### src/rtl/regfile_writeback.sv
// regfile_writeback: in-order writeback queue driving the register file write port and PC latch; `define WB_COALESCE_EN to merge same-rd results into the tail entry
module regfile_writeback #(
  parameter int DATA_W = 8,
  parameter int ADDR_W = 3,
  parameter int DEPTH  = 4
) (
  input  logic              clka,
  input  logic              reset_in,
  input  logic              res_valid_in,
  output logic              res_ready_out,
  input  logic [ADDR_W-1:0] res_rd_in,
  input  logic [DATA_W-1:0] res_data_in,
  input  logic              res_pc_in,
  input  logic              flush_in,
  input  logic [ADDR_W-1:0] sr1_in,
  input  logic [ADDR_W-1:0] sr2_in,
  output logic              we_reg_out,
  output logic [ADDR_W-1:0] rd_out,
  output logic [DATA_W-1:0] data_out,
  output logic              pc_latch_out,
  output logic              stall_out,
  output logic [ADDR_W-1:0] count_out
);
  localparam int PW = $clog2(DEPTH);
  localparam int CW = $clog2(DEPTH + 1);

  typedef enum logic [1:0] {IDLE, ISSUE, PC_BUBBLE} state_t;

  logic [ADDR_W-1:0] q_rd   [DEPTH];
  logic [DATA_W-1:0] q_data [DEPTH];
  logic [DEPTH-1:0]  q_pc, q_vld;
  logic [PW-1:0]     head, tail, tail_idx;
  logic [CW-1:0]     count;
  logic [ADDR_W-1:0] in_rd;
  logic              pop, match, merge, push;
  state_t            state, state_nxt;

  always_comb begin
    in_rd = res_pc_in ? '0 : res_rd_in;
    tail_idx = tail - 1'b1;
    pop = (count != '0) && !flush_in && !(state == ISSUE && pc_latch_out);
`ifdef WB_COALESCE_EN
    match = (count != '0) && !res_pc_in && !q_pc[tail_idx] && (q_rd[tail_idx] == res_rd_in)
            && !(pop && count == CW'(1));
`else
    match = 1'b0;
`endif
    res_ready_out = !flush_in && (count != CW'(DEPTH) || match);
    merge = res_valid_in && res_ready_out && match;
    push = res_valid_in && res_ready_out && !match;
    count_out = ADDR_W'(count);
  end

  always_comb begin
    stall_out = we_reg_out && (rd_out == sr1_in || rd_out == sr2_in);
    for (int i = 0; i < DEPTH; i++)
      stall_out = stall_out | (q_vld[i] && (q_rd[i] == sr1_in || q_rd[i] == sr2_in));
  end

  // a PC write is always followed by one idle bubble so fetch can settle
  always_comb
    state_nxt = flush_in ? IDLE :
                pop ? ISSUE :
                (state == ISSUE && pc_latch_out) ? PC_BUBBLE : IDLE;

  always_ff @(posedge clka)
    if (reset_in) state <= IDLE;
    else state <= state_nxt;

  always_ff @(posedge clka) begin
    if (push) begin
      q_rd[tail] <= in_rd;
      q_data[tail] <= res_data_in;
      q_pc[tail] <= res_pc_in;
    end
    if (merge) q_data[tail_idx] <= res_data_in;
  end

  always_ff @(posedge clka)
    if (reset_in) begin
      head <= '0;
      tail <= '0;
      count <= '0;
      q_vld <= '0;
      we_reg_out <= 1'b0;
      rd_out <= '0;
      data_out <= '0;
      pc_latch_out <= 1'b0;
    end else begin
      we_reg_out <= pop;
      pc_latch_out <= pop && q_pc[head];
      if (pop) begin
        rd_out <= q_rd[head];
        data_out <= q_data[head];
      end
      if (flush_in) begin
        head <= '0;
        tail <= '0;
        count <= '0;
        q_vld <= '0;
      end else begin
        if (push) tail <= tail + 1'b1;
        if (pop) head <= head + 1'b1;
        count <= count + CW'(push) - CW'(pop);
        q_vld <= (q_vld | (DEPTH'(push) << tail)) & ~(DEPTH'(pop) << head);
      end
    end
endmodule

### config.mk
export PLATFORM = sky130hd
export DESIGN_NAME = regfile_writeback
export DESIGN_NICKNAME = d
export VERILOG_FILES = /design/src/rtl/regfile_writeback.sv
export SDC_FILE = /design/constraint.sdc
export NUM_CORES = 1
export LEC_CHECK = 0
export BUFFER_PORTS_ARGS = -buffer_cell sky130_fd_sc_hd__buf_2
export CAP_MARGIN = 20
export CELL_PAD_IN_SITES_DETAIL_PLACEMENT = 1
export CELL_PAD_IN_SITES_GLOBAL_PLACEMENT = 2
export CORE_MARGIN = 2
export CORE_UTILIZATION = 42
export CTS_BUF_LIST = sky130_fd_sc_hd__clkbuf_2
export DETAILED_ROUTE_END_ITERATION = 6
export HOLD_SLACK_MARGIN = 0.06
export PLACE_DENSITY = 0.89
export SLEW_MARGIN = 20
export SYNTH_ARGS = -nofsm -noshare
export SYNTH_HDL_FRONTEND = slang
export SYNTH_SLANG_ARGS = --single-unit
### constraint.sdc
create_clock -name clka -period 2.9 [get_ports clka]
set_clock_uncertainty 0.15 [all_clocks]
set_input_delay 0.58 -clock clka [delete_from_list [all_inputs] [get_ports clka]]
set_output_delay 0.58 -clock clka [all_outputs]
set_load 0.01 [all_outputs]
==> results of run 1 <==
==> per-layer routing <==
metal  up-vias  GRT usage
met5         -          0
met2        35      0.315
met3         5     0.0337
met1      1021      0.232
li1        947          -
met4         0     0.0784
==> layout make-up <==
cell class	instances	share of cell area
repair buffers	48	0.0720
clock buffers	9	0.0123
multi-input cells	143	0.317
well taps	102	0.0350
clock inverters	7	0.0161
inverters	8	0.00960
flip-flops and latches	74	0.538
==> power groups by stage <==
stage / registers [uW] / logic [uW] / clock network [uW]
after detailed placement: 1190 / 179 / 0
after CTS: 1170 / 180 / 536
after global placement: 1190 / 172 / 0
final: 1170 / 178 / 517
after global routing: 1170 / 197 / 579
after floorplan: 1190 / 116 / 0
==> stage by stage <==
step / power [uW] / instance area (um^2)
floorplan: 1300 / 3260
global placement: 1360 / 3510
detailed placement: 1370 / 3510
CTS: 1880 / 3620
global route: 1950 / 3650
finish: 1860 / 3650
==> path summary, 6_finish.rpt <==
path                            slack (ps)      endpoint           start
worst max-delay path                    70     stall_out      q_rd[3][1]
worst min-delay path                   120  q_data[0][1]  res_data_in[1]
worst max register to register         530  count_out[2]    count_out[1]
worst min register to register         340   data_out[1]     data_out[1]
==> state kept, by name (all words and copies together), names as in the netlist, 3 cells and up <==
name / cells
q_data: 32
q_rd: 12
data_out: 8
q_pc: 4
q_vld: 4
count_out: 3
rd_out: 3
==> cell usage in the layout, fill, tap and decap left out, types with 3 or more instances in the layout <==
cell type	Yosys	final
sky130_fd_sc_hd__clkbuf_2	0	9
sky130_fd_sc_hd__nand2_1	23	23
sky130_fd_sc_hd__dfxtp_1	26	26
sky130_fd_sc_hd__edfxtp_1	48	48
sky130_fd_sc_hd__a31oi_1	4	4
sky130_fd_sc_hd__inv_6	0	4
sky130_fd_sc_hd__nand4_1	7	7
sky130_fd_sc_hd__nor3_1	7	7
sky130_fd_sc_hd__nor2b_1	3	3
sky130_fd_sc_hd__xor2_1	9	9
sky130_fd_sc_hd__xnor2_1	22	22
sky130_fd_sc_hd__and2_1	8	8
sky130_fd_sc_hd__a21oi_1	12	12
sky130_fd_sc_hd__inv_1	7	7
sky130_fd_sc_hd__ha_1	6	6
sky130_fd_sc_hd__buf_4	3	9
sky130_fd_sc_hd__nor2_1	9	9
sky130_fd_sc_hd__mux4_2	12	12
sky130_fd_sc_hd__buf_2	5	39
==> cell families after synthesis <==
group | count (synthesis) | synth area share
flops | 74 | 0.602
buf+inv | 24 | 0.0445
xor+xnor | 32 | 0.0883
fa+ha+maj | 7 | 0.0292
compound gates | 23 | 0.0411
mux | 13 | 0.0860
simple gates | 68 | 0.109
==> critical path, stage by stage (launching register included) <==
cell and delay (ps):
sky130_fd_sc_hd__edfxtp_1 490, sky130_fd_sc_hd__or2b_4 270, sky130_fd_sc_hd__or4_4 500, sky130_fd_sc_hd__and4_1 160, sky130_fd_sc_hd__nand4_1 70, sky130_fd_sc_hd__buf_2 130
==> repair_timing <==
action / 4_1_cts / 5_1_grt
endpoints found under the setup margin: 1 / 1
hold buffers: 0 / 0
buffers inserted: 1 / 3
pin swaps: 3 / 5
gates resized for setup: 0 / 2
==> impl_metrics.toml, run 1 <==
[cts]
ctsHtreeMaxLevel = 3
clock_insertion_delay_worst_skew_ps = 500
tritoncts.num_buffers = 9
ctsLongestPathBuffers = 2
cts_tree = "built"
clk_pin_slew_worst_paths_ps = 220
cts.sink_count = 74
root_buffer = "sky130_fd_sc_hd__clkbuf_2"

[final_layout]
postLayoutCoreUtil = 0.480
seq_area_um2 = 1960
diodes = 0
syn2layout_area_growth_pct = 12.0
multi_input_comb_area_um2 = 1160
finish.cell_count_without_fillers = 391
fillerInstances = 814
layout.nets = 313
layout-drive-gt1-share = 0.287

[routing]
topRoutingLayerUsed = "met4"
routed_via_density = 5.14
wl_met3_um = 206
routed_wl_mm = 7.27
post-route-drc-count = 0
detail_route.first_pass.iterations = 4
dr.first_iter.drc_count = 136
detail_route.wirelength.met1_mm = 3.20
final_antenna_net_count = 0
wire_per_inst_um = 18.6
dr_total_vias = 2008
wl_met2_mm = 3.79

[global_route]
grt_overflow = 0
grt_antenna_before_repair = 0
vias_in_the_first_global_route = 2104
largest_net_degree_at_the_start_of_global_routing = 18
global_route_wire_length_before_repair_mm = 11.5
globalRouteTotalUtil = 0.185

[floorplan]
chipHeight_um = 92.1
floorplan.initialDensity = 0.428
i_o_pin_cnt = 40
design.core.area_um2 = 7610
row_count = 32
die_area_um2 = 8480
die_width_um = 92.1

[pwr]
static-leakage-power_uw = 0.00130
power_frac_seq = 0.627
netSwitchingFraction = 0.274
power.share.combinational = 0.096
power_frac_clock = 0.278
net-switching-power_uw = 511
power_density_nw_per_um2 = 510
cell_internal_pwr_uw = 1350
peakVddDrop_mv = 0.337

[critical_path]
worst_ep_required_time_ps = 2170
worstRegToRegCells = 10
cp_max_fo = 2
crit_type = "reg2out"
crit_arrival_ps = 2100
critical_path.startpoint_type = "flip-flop"
worst_setup_path_end_kind = "primary output"

[synthesis]
synth_top_area_share = 0.442
synthTopCellsByCount = "sky130_fd_sc_hd__edfxtp_1, sky130_fd_sc_hd__dfxtp_1, sky130_fd_sc_hd__nand2_1"
synth_top_flop_cell = "sky130_fd_sc_hd__edfxtp_1"
most_common_cell_in_the_netlist = "sky130_fd_sc_hd__edfxtp_1"
synth.ff_latch_count = 74
post_synth_instance_area_um2 = 3260
syn_nets = 270
count_of_unique_library_cells_instantiated_by_yosys = 40
syn_inst = 241
synth-seq-area-share = 0.602
synth.top_cells.by_area = "sky130_fd_sc_hd__edfxtp_1, sky130_fd_sc_hd__dfxtp_1, sky130_fd_sc_hd__mux4_2"
synth_enable_flop_cells = 48
synth_largest_area_cell = "sky130_fd_sc_hd__edfxtp_1"
ys_warn_count = 0
async_reset_ff_frac = 0
syn_area_per_cell_um2 = 13.5

[sta]
grt_setup_unrepaired = "yes"
fmax_mhz = 353
setup_tns_ps = 0
slew-limit-headroom = 0.463
final_max_slew_viol_count = 0
period_minus_slack_ps = 2830
timing_worst_slew_pin_value_ps = 804
setup_ws_ps = 69.7
whs_ps = 117
setup_violations = 0
final_hold_viol_count = 0
finalCritPeriodShare = 0.976

[placement]
dpl.cell_count = 371
pre_cts_slack_ps = 334
place.port_buffers = 39
place_congestion = 0.797
post-dp-hpwl_mm = 5.03

[flow_run]
max-cap-violations = 0

[min_path]
min_path_cells = 1
timing.hold.worst.class = "in2reg"

[status]
status = "finished, final reports clean"
No activity file was read; power rests on OpenSTA's default activity.
==> inputs of run 2 (changes only) <==
--- a/config.mk
+++ b/config.mk
@@ -10,11 +10,10 @@
 export CELL_PAD_IN_SITES_DETAIL_PLACEMENT = 1
 export CELL_PAD_IN_SITES_GLOBAL_PLACEMENT = 2
 export CORE_MARGIN = 2
-export CORE_UTILIZATION = 42
-export CTS_BUF_LIST = sky130_fd_sc_hd__clkbuf_2
+export CORE_UTILIZATION = 40
 export DETAILED_ROUTE_END_ITERATION = 6
 export HOLD_SLACK_MARGIN = 0.06
-export PLACE_DENSITY = 0.89
+export PLACE_DENSITY = 0.86
 export SLEW_MARGIN = 20
 export SYNTH_ARGS = -nofsm -noshare
 export SYNTH_HDL_FRONTEND = slang
==> impl_metrics.toml, run 2 (same netlist as run 1, synthesis figures left out) <==
[critical_path]
rr_startpoint = "pc_latch_out"
critical-path-top-delay-family = "simple AND/OR/NAND/NOR gates"
critical_path.cell_chain = "xor2_2 -> or4_1 -> and4_1 -> nand4_1 -> buf_2"
worst_ep_required_time_ps = 2170
critical_path.slowest_cell = "sky130_fd_sc_hd__or4_1"
critical_path.startpoint_type = "flip-flop"
crit_type = "reg2out"
r2r_setup_slack_ps = 480
cp.buffers_inverters = 1
worst_r2r_endpoint = "count_out[2]"
timing.critical_path.slowest_cell_delay_ps = 510
worst_setup_path_end_kind = "primary output"
cp_max_fo = 3
crit_arrival_ps = 1990
worstRegToRegCells = 10

[pwr]
power_density_nw_per_um2 = 616
post-layout-total-power_uw = 2310
static-leakage-power_uw = 0.00132
peakVddDrop_mv = 0.371

[routing]
wire_per_inst_um = 16.9
dr.first_iter.drc_count = 97
final_antenna_net_count = 0
detail_route.first_pass.iterations = 4
post-route-drc-count = 0
routed_wl_mm = 6.50
routed_via_density = 5.04
dr_total_vias = 1942

[cts]
ctsHtreeMaxLevel = 3
clock_insertion_delay_worst_skew_ps = 350
ctsResizeCount = 0
root_buffer = "sky130_fd_sc_hd__clkbuf_8"
post_cts_hold_buffer_count = 0
tritoncts.num_buffers = 9
ctsLongestPathBuffers = 2
cts.sink_count = 74
post-cts-setup-buffer-count = 0
cts_tree = "built"
clk_pin_slew_worst_paths_ps = 80

[final_layout]
layout_common_cells = "sky130_fd_sc_hd__edfxtp_1, sky130_fd_sc_hd__buf_2, sky130_fd_sc_hd__dfxtp_1"
layout.nets = 307
diodes = 0
most_common_cell_after_layout_fill_and_taps_aside = "sky130_fd_sc_hd__edfxtp_1"
syn2layout_area_growth_pct = 14.8
layout-drive-gt1-share = 0.269
largest_register_ffs = 32
top_register = "q_data"
seq_area_um2 = 1960
fillerInstances = 813
multi_input_comb_area_um2 = 1150
top_regs = "q_data: 32 flops, q_rd: 12 flops, data_out: 8 flops"

[sta]
setup_tns_ps = 0
setup_violations = 0
slew-limit-headroom = 0.468
finalCritPeriodShare = 0.938
fmax_mhz = 368
timing_worst_slew_pin_value_ps = 797
period_minus_slack_ps = 2720
grt_setup_unrepaired = "no"
final_hold_viol_count = 0
whs_ps = 289
final_max_slew_viol_count = 0

[global_route]
met1_usage = 0.205
grt_antenna_before_repair = 0
grt_overflow = 0
largest_net_degree_at_the_start_of_global_routing = 18
global_route.usage.met2 = 0.274
global_route_wire_length_before_repair_mm = 10.7
busiest_layer = "met2"
globalRouteTotalUtil = 0.166
vias_in_the_first_global_route = 2070
globalRouteMet3Util = 0.0321

[floorplan]
die_area_um2 = 8880
i_o_pin_cnt = 40
floorplan.initialDensity = 0.417
die_width_um = 94.3
design.core.area_um2 = 7810
chipHeight_um = 94.3
row_count = 32

[status]
status = "finished, final reports clean"

[placement]
place_congestion = 0.858
post-dp-hpwl_mm = 4.52
place.port_buffers = 39

[min_path]
min_path_cells = 1
timing.hold.worst.class = "in2reg"
min-delay-start = "res_data_in[3]"
whs_endpoint = "q_data[0][3]"

[flow_run]
max-cap-violations = 0
[run 2: cell types whose count changed in the layout (fill, tap and decap cells not counted)]
cell,before,now
sky130_fd_sc_hd__clkbuf_2,9,0
sky130_fd_sc_hd__bufinv_16,0,3
sky130_fd_sc_hd__inv_6,4,2
sky130_fd_sc_hd__or4_4,1,0
sky130_fd_sc_hd__buf_4,9,3
sky130_fd_sc_hd__or4_1,0,1
sky130_fd_sc_hd__or2b_4,1,0
sky130_fd_sc_hd__clkinvlp_4,2,1
sky130_fd_sc_hd__or2b_2,0,1
sky130_fd_sc_hd__clkbuf_8,0,9
[run 2: through the flow]
stage                     cells  setup slack (ps)   util  area (um^2)
after global placement      369               251  0.447         3490
after floorplan             241               317      -         3260
after detailed placement    369               212  0.447         3490
after CTS                   385               169  0.479         3740
final                       385               180  0.479         3740
after global routing        385              73.9  0.479         3740
[run 2: how the worst max path moves through the flow]
stage / from / to / slack [ps] / depth (start not counted)
2_1_floorplan: flush_in / count_out[2] / 320 / 11
3_3_place_gp: flush_in / count_out[2] / 250 / 10
3_5_place_dp: flush_in / count_out[2] / 210 / 10
4_1_cts: q_rd[3][1] / stall_out / 170 / 5
5_1_grt: q_rd[3][1] / stall_out / 70 / 5
6_report: q_rd[3][2] / stall_out / 180 / 5
[run 2: where the power goes]
group          internal [uW]  switching (uW)
registers               1150            18.1
logic                   73.6            94.5
clock network            579             394
[run 2: layout make-up]
| class | count | share of cell area |
|---|---|---|
| sequential | 74 | 0.524 |
| multi-input combinational | 143 | 0.308 |
| clock buffer | 9 | 0.0331 |
| timing repair buffer | 42 | 0.0582 |
| clock inverter | 7 | 0.0331 |
| tap | 102 | 0.0341 |
| inverter | 8 | 0.00936 |
[run 2: routing by layer]
metal  vias to the layer above  part of all wire
met5                         -                 0
li1                        940                 -
met1                       949              0.45
met2                        41              0.50
met3                        12             0.028
met4                         0             0.024
